[src/rtl/gpio_event_pkg.sv]
// gpio_event_pkg: command FSM states and gpio_config slice indices shared by the GPIO event block.
package gpio_event_pkg;
   typedef enum logic [2:0] {IDLE, POP, CAPTURE, EXEC, EMIT} state_t;
   localparam int DIR_SLICE       = 0;
   localparam int IRQ_EN_SLICE    = 1;
   localparam int EDGE_SEL_SLICE  = 2;
   localparam int BOTH_EDGE_SLICE = 3;
   localparam int NUM_SLICES      = 4;
endpackage

[src/rtl/gpio_debounce.sv]
// gpio_debounce: single-pin counter debouncer; dout follows din only after DEBOUNCE_CYCLES consecutive differing samples.
module gpio_debounce #(
   parameter int DEBOUNCE_CYCLES = 16
) (
   input  logic clock,
   input  logic reset,
   input  logic din,
   output logic dout
);
   localparam int CW = $clog2(DEBOUNCE_CYCLES);
   logic [CW-1:0] cnt;
   always_ff @(posedge clock) begin
      if (reset) begin
         cnt  <= '0;
         dout <= 1'b0;
      end else if (din == dout) begin
         cnt <= '0;
      end else if (cnt == CW'(DEBOUNCE_CYCLES - 1)) begin
         dout <= din;
         cnt  <= '0;
      end else begin
         cnt <= cnt + 1'b1;
      end
   end
endmodule

[src/rtl/gpio_event_ctrl.sv]
// gpio_event_ctrl: FIFO-driven GPIO writer with pin sampling and sticky edge events.
// Define GPIO_EVENT_DEBOUNCE_EN to insert a gpio_debounce per pin after the synchroniser.
module gpio_event_ctrl
   import gpio_event_pkg::*;
#(
   parameter int DATAWIDTH         = 8,
   parameter int CONFIG_DATA_WIDTH = NUM_SLICES * DATAWIDTH,
   parameter int SYNC_STAGES       = 2,
   parameter int DEBOUNCE_CYCLES   = 16
) (
   input  logic                         clock,
   input  logic                         reset,
   input  logic                         empty,
   output logic                         read,
   input  logic [DATAWIDTH-1:0]         i_data,
   input  logic [CONFIG_DATA_WIDTH-1:0] gpio_config,
   output logic [DATAWIDTH-1:0]         gpio_oe,
   output logic [DATAWIDTH-1:0]         gpio_out,
   input  logic [DATAWIDTH-1:0]         gpio_in,
   input  logic                         rd_fifo_full,
   output logic                         rd_fifo_en,
   output logic [DATAWIDTH-1:0]         rd_gpio_out,
   output logic                         rd_is_event,
   output logic                         irq
);
   localparam int W = DATAWIDTH;
   logic [W-1:0] sync_q [SYNC_STAGES];
   logic [W-1:0] sin, deb, prev, pending, data, sample, ev, rise, fall;
   logic [W-1:0] dir, irq_en, edge_sel, both_edge;
   logic [CONFIG_DATA_WIDTH-1:0] cfg;
   logic [2:0] arm;
   logic armed, sample_wr, ev_wr;
   state_t state;

   assign sin = sync_q[SYNC_STAGES-1];

   always_ff @(posedge clock) begin
      if (reset) begin
         for (int k = 0; k < SYNC_STAGES; k++) sync_q[k] <= '0;
      end else begin
         sync_q[0] <= gpio_in;
         for (int k = 1; k < SYNC_STAGES; k++) sync_q[k] <= sync_q[k-1];
      end
   end

`ifdef GPIO_EVENT_DEBOUNCE_EN
   for (genvar i = 0; i < W; i++) begin : g_db
      gpio_debounce #(.DEBOUNCE_CYCLES(DEBOUNCE_CYCLES)) u_db (
         .clock(clock),
         .reset(reset),
         .din  (sin[i]),
         .dout (deb[i])
      );
   end
`else
   assign deb = sin;
`endif

   assign dir       = cfg[DIR_SLICE*W +: W];
   assign irq_en    = cfg[IRQ_EN_SLICE*W +: W];
   assign edge_sel  = cfg[EDGE_SEL_SLICE*W +: W];
   assign both_edge = cfg[BOTH_EDGE_SLICE*W +: W];
   assign gpio_oe   = dir;

   // Edges are held off until the synchroniser has flushed post-reset values
   assign armed = arm == 3'(SYNC_STAGES + 1);
   always_comb begin
      rise = deb & ~prev;
      fall = ~deb & prev;
      ev   = armed ? ((both_edge & (rise | fall)) | (~both_edge & ((edge_sel & rise) | (~edge_sel & fall)))) & irq_en & ~dir : '0;
   end

   assign sample_wr   = state == EMIT && !rd_fifo_full;
   assign ev_wr       = state != EMIT && |pending && !rd_fifo_full;
   assign rd_fifo_en  = sample_wr | ev_wr;
   assign rd_is_event = ev_wr;
   assign rd_gpio_out = sample_wr ? sample : ev_wr ? pending : '0;
   assign irq         = |pending;
   assign read        = state == POP;

   always_ff @(posedge clock) begin
      if (reset) begin
         state    <= IDLE;
         cfg      <= '0;
         prev     <= '0;
         pending  <= '0;
         data     <= '0;
         sample   <= '0;
         gpio_out <= '0;
         arm      <= '0;
      end else begin
         cfg  <= gpio_config;
         prev <= deb;
         if (!armed) arm <= arm + 3'd1;
         // New edges are OR'd after the clear so nothing arriving during emission is lost
         pending <= ((ev_wr ? '0 : pending) | ev) & irq_en;
         case (state)
            IDLE:    if (!empty) state <= POP;
            POP:     state <= CAPTURE;
            CAPTURE: begin
               data  <= i_data;
               state <= EXEC;
            end
            EXEC:    begin
               gpio_out <= (gpio_out & ~dir) | (data & dir);
               sample   <= deb & ~dir;
               state    <= EMIT;
            end
            EMIT:    if (!rd_fifo_full) state <= IDLE;
            default: state <= IDLE;
         endcase
      end
   end
endmodule

[config.mk]
export PLATFORM = sky130hd
export DESIGN_NAME = gpio_event_ctrl
export DESIGN_NICKNAME = d
export VERILOG_FILES = /design/src/rtl/gpio_event_pkg.sv /design/src/rtl/gpio_debounce.sv /design/src/rtl/gpio_event_ctrl.sv
export SDC_FILE = /design/constraint.sdc
export NUM_CORES = 1
export LEC_CHECK = 0
export CAP_MARGIN = 20
export CORE_MARGIN = 5
export CORE_UTILIZATION = 50
export DETAILED_ROUTE_END_ITERATION = 10
export GPL_ROUTABILITY_DRIVEN = 0
export PLACE_DENSITY = 0.79
export SLEW_MARGIN = 20
export SYNTH_ARGS = -nofsm -noshare
export SYNTH_HDL_FRONTEND = slang
export SYNTH_SLANG_ARGS = --single-unit
[constraint.sdc]
create_clock -name clock -period 1.6 [get_ports clock]
set_input_delay 0.16 -clock clock [delete_from_list [all_inputs] [get_ports clock]]
set_output_delay 0.16 -clock clock [all_outputs]
set_load 0.01 [all_outputs]
# Word level (Yosys, flattened, before mapping)
# Memories as Yosys holds them, arrays and structs flattened.
# Cells that the tools add are included.
[totals]
register_bits = 78
ram_bits = 16
inputBits = 52
out_inout_bits = 28
word_cells = 62
n_memories = 1
[classes]
n_addsub = 1
eq_ne = 8
mux = 12
bitwise = 25
n_reduce_logical = 7
[memory_table]
columns = ["name", "words", "width", "rd", "rd_clocked_by_memory_dff", "wr", "line", "text"]
rows = [
  ["sync_q", 2, 8, 2, 0, 2, "gpio_event_ctrl.sv:27", "logic [W-1:0] sync_q [SYNC_STAGES];"],
]
[ops]
columns = ["cell", "count"]
rows = [
  ["8-bit bitwise AND", 12],
  ["8-bit two-way mux", 6],
  ["8-bit NOT", 5],
  ["8-bit bitwise OR", 5],
  ["3-bit one-hot mux with 5 select lines", 1],
  ["3-bit by 2-bit equality test with 1-bit output, second input constant", 3],
  ["8-bit OR reduction", 1],
  ["3-bit two-way mux", 2],
  ["2-bit != test, second input constant", 2],
  ["3-bit by 1-bit adder with 3-bit output, second input constant", 1],
  ["3-bit by 1-bit equality test with 1-bit output, second input constant", 1],
  ["3-bit equality test, second input constant", 1],
  ["1-bit logical AND", 3],
  ["3-bit logical NOT", 1],
  ["1-bit two-way mux", 3],
  ["3-bit != test, second input constant", 1],
  ["1-bit bitwise OR", 3],
  ["2-bit AND reduction", 1],
  ["1-bit logical NOT", 1],
]

# Depth between registers and ports, before layout
[logic_depth]
ltp_word = 11
mapped_depth = 6
depth_no_buf = 5

# Least setup slack after synthesis
# No wires, ideal clock.
[synth_timing]
path_kind = "register to register"
from = "reg arm[0]"
to = "reg pending[6]"
setup_ns = 0.134
arrival_time_ns = 1.163
required_time_ns = 1.466
setup_slack_ns = 0.302
stages_incl_launch_ff = 7
path_buffers = 1
period_less_slack_ns = 1.298
cell_sequence = "dfxtp_1 ha_1 ha_1 nor2b_1 buf_2 nand4_1 o22ai_1"
[synth_between]
elab_chain_cells = 4
[synth_rtl]
columns = ["element", "line", "text"]
rows = [
  ["start: declaration", "gpio_event_ctrl.sv:31", "logic [2:0] arm;"],
  ["start signal: assignment", "gpio_event_ctrl.sv:94", "if (!armed) arm <= arm + 3'd1;"],
  ["3-bit by 2-bit equality test with 1-bit output", "gpio_event_ctrl.sv:66", "assign armed = arm == 3'(SYNC_STAGES + 1);"],
  ["8-bit two-way mux", "gpio_event_ctrl.sv:70", "ev = armed ? ((both_edge & (rise | fall)) | (~both_edge & ((edge_sel & rise) | (~edge_sel & fall)))) & irq_en ..."],
  ["8-bit bitwise OR", "gpio_event_ctrl.sv:96", "pending <= ((ev_wr ? '0 : pending) | ev) & irq_en;"],
  ["8-bit bitwise AND", "gpio_event_ctrl.sv:96", ""],
  ["end signal: assignment", "gpio_event_ctrl.sv:96", ""],
  ["end: declaration", "gpio_event_ctrl.sv:28", "logic [W-1:0] sin, deb, prev, pending, data, sample, ev, rise, fall;"],
]
# No other way between the ends.
# A chain may end at the register's enable or synchronous reset.

# Final worst setup path
[layout_timing]
from = "reg state[1]"
to = "out rd_gpio_out[0]"
[layout_between]
elab_chain_cells = 5
word_cells_on_any_way = 7
cone_classes = "eq/ne (2); mux (2); reduce/logical (3)"
[layout_rtl]
columns = ["element", "line", "text"]
rows = [
  ["start: declaration", "gpio_event_ctrl.sv:33", "state_t state;"],
  ["start signal: assignment", "gpio_event_ctrl.sv:83", "state <= IDLE;"],
  ["start signal: assignment", "gpio_event_ctrl.sv:98", "IDLE: if (!empty) state <= POP;"],
  ["start signal: assignment", "gpio_event_ctrl.sv:99", "POP: state <= CAPTURE;"],
  ["3-bit != test", "gpio_event_ctrl.sv:74", "assign ev_wr = state != EMIT && |pending && !rd_fifo_full;"],
  ["1-bit logical AND (2 in series)", "gpio_event_ctrl.sv:74", ""],
  ["8-bit two-way mux", "gpio_event_ctrl.sv:77", "assign rd_gpio_out = sample_wr ? sample : ev_wr ? pending : '0;"],
  ["8-bit two-way mux (*)", "gpio_event_ctrl.sv:77", ""],
  ["end: declaration", "gpio_event_ctrl.sv:22", "output logic [DATAWIDTH-1:0] rd_gpio_out,"],
]
# Every way passes the cells marked *; elsewhere a longest branch is shown, timed or not.

==> impl_metrics.yaml <==
power_and_ir_drop:
  total_power_w: 0.004662
  p_leak_nw: 1.872
  power_per_cell_area_nw_per_um2: 975.5
  peakVddDrop_mv: 0.5979
final_layout:
  final_cell_mix: "89 x dfxtp_1, 66 x clkdlybuf4s50_1, 56 x nor2b_1"
  n_antenna_cell: 0
  syn_to_final_growth_pct: 33.33
  drive_above_1_share_pct: 14.83
  final.fill_count: 529
  nets: 537
  final_cells: 568
  mostFrequentLayoutCell: "dfxtp_1"
yosys:
  synth_area_leaders: "dfxtp_1 52%, nor2b_1 9.9%, ha_1 6.3%"
  synth_cell_types: 27
  synth-seq-cells: 94
  synth-edff-count: 0
  yosysTopAreaCell: "dfxtp_1"
  ys.flop_type: "dfxtp_1"
  avgSynthCellArea_sq_um: 9.610
  synth_fp_nets: 443
  synth_top_area_share_pct: 52.50
  yosysSeqAreaShare_pct: 52.50
  synth_cells: 373
  syn-cell-area_sq_um: 3585
  synthArstFlopShare_pct: 0
  yosys_warnings: 0
grt:
  grt_max_degree: 28
  grt_pass1_vias: 2783
  grt_overflow: 0
  grt_pass1_wl_um: 12840
  grtUsageTotal_pct: 18.51
  antenna_found_initial: 0
setup_path:
  startpoint: "state[1]"
  arrival_ns: 1.59
  critical_path_class: "register to output port"
  cp_max_fo: 8
  r2r_start: "arm[0]"
  rrSetupSlack_ns: 0.13
  worstRegToRegCells: 6
  crit_path_start_kind: "register"
  required_ns: 1.44
  critPathCaptureType: "output port"
  crit_path_end: "rd_gpio_out[0]"
  r2r_end: "pending[5]"
drt:
  wl_per_cell_um: 13.67
  vias: 2743
  final_antenna_net_count: 0
  drtIter0Drc: 130
  firstDrtPassIters: 4
  drc: 0
  routed_via_density: 4.829
  wl_um: 7764
clocking:
  htreeDepth: 3
  clock_latency_ns: 0.35
  cts_tree: "built"
  ctsRootBufferMaster: "clkbuf_8"
  clkTransAtPathRegs_ns: 0.08
  clockBufferDepth: 2
  numCtsBuffers: 9
  cts.sinks: 94
timing:
  relSlewSlack_pct: 71.02
  skew_ns: 0.006674
  worst_pin_slew_ns: 0.4238
  hold_viol: 0
  fmax_mhz: 570.5
  period_share_pct: 109.6
  rsz0062_at_grt: "yes"
  fin_ws_ns: -0.1528
  holdWs_ns: 0.1710
  slew_violations: 0
  setup_violations: 11
  fin_tns_setup_ns: -1.242
  min_period_ns: 1.753
worst_hold_path:
  hold_class: "input port to register"
  worstHoldPathCells: 2
floorplan:
  coreArea_sq_um: 6869
  die_h_um: 94.67
  initial_core_util_pct: 52.19
  die_w_um: 94.67
  row_count: 30
  die_area_sq_um: 8962
  ioPinCount: 80
run_status:
  failed_checks: "setup timing"
  status: "complete, but fails checks"
place:
  dp_cells: 548
  dp_hpwl_um: 5648
  io_buffers: 79
run:
  maxCapViolations: 0
Yosys cell counts (2+ instances only):
cell type and instances:
inv_1 27, mux2i_1 17, buf_4 9, ha_1 18
dfxtp_1 94, clkbuf_1 7, nor3_1 2, buf_2 6
o21ai_0 8, a21oi_1 18, nor3b_1 2, nand4_1 8
nor2_1 33, nand3_1 16, buf_6 2, o22ai_1 8
a211oi_1 8, nor2b_1 57, or4_1 2, nand2_1 24
sequential cells by signal, indices dropped and copies added (netlist names), named ones only:
name     cells
data         8
sync_q      16
arm          3
state        3
sample       8
cfg         32
pending      8
prev         8
metrics by stage:
step                setup WS (ns)  instance area, sq um  util, %
floorplan                  0.3024                  3585        -
global route              -0.2133                  4780    69.58
finish                    -0.1528                  4780    69.58
CTS                       -0.2773                  4768    69.42
global placement          -0.1490                  4529    65.94
detailed placement        -0.1622                  4529    65.94
layer usage:
metal	track usage [%]	wire, um	up-vias
met2	33.18	4030	59
met3	3.825	367	11
met1	21.08	3214	1272
li1	-	-	1401
met4	8.173	152	0
met5	0	0	-
worst min-delay path by stage:
| stage | from | endpoint | slack [ns] |
|---|---|---|---|
| 2_1_floorplan | empty | state[0] | 0.28 |
| 3_3_place_gp | sync_q[0][6] | sync_q[0][14] | 0.42 |
| 3_5_place_dp | sync_q[0][4] | sync_q[0][12] | 0.42 |
| 4_1_cts | reset | cfg[7] | 0.16 |
| 5_1_grt | reset | data[6] | 0.18 |
| 6_report | reset | data[6] | 0.17 |
area by class of cell:
class	count	area (sq um)	share of cell area, %
inverters	27	101.3	2.120
well taps	96	120.1	2.513
multi-input cells	227	1468	30.71
clock buffers	10	137.6	2.880
clock inverters	6	85.08	1.780
repair buffers	108	979.7	20.50
flip-flops and latches	94	1888	39.50
power by group:
group | switching [W] | total [W] | internal, W
logic | 0.000192 | 0.000460 | 0.000268
registers | 0.0000607 | 0.00250 | 0.00244
clock network | 0.000786 | 0.00170 | 0.000917
total | 0.00104 | 0.00466 | 0.00362
logic make-up after synthesis:
logic type	synth area share, %
xor+xnor	0.2444
fa+ha+maj	6.283
compound gates	7.260
mux	4.747
flops	52.50
simple gates	21.64
buf+inv	7.330
repair_timing:
item                                    CTS  global route
gates resized for setup                  45            11
hold buffers                              0             0
gates cloned                              0             0
endpoints found under the setup margin   12            14
buffers inserted                          3             1
pin swaps                                 3             6
critical path, stage by stage (launching register included):
cell	delay (ns)
dfxtp_2	0.34
nor3b_4	0.23
buf_12	0.14
buf_12	0.12
mux2i_1	0.19
nor2_1	0.08
buf_2	0.14
No activity file was read; power rests on OpenSTA's default activity.
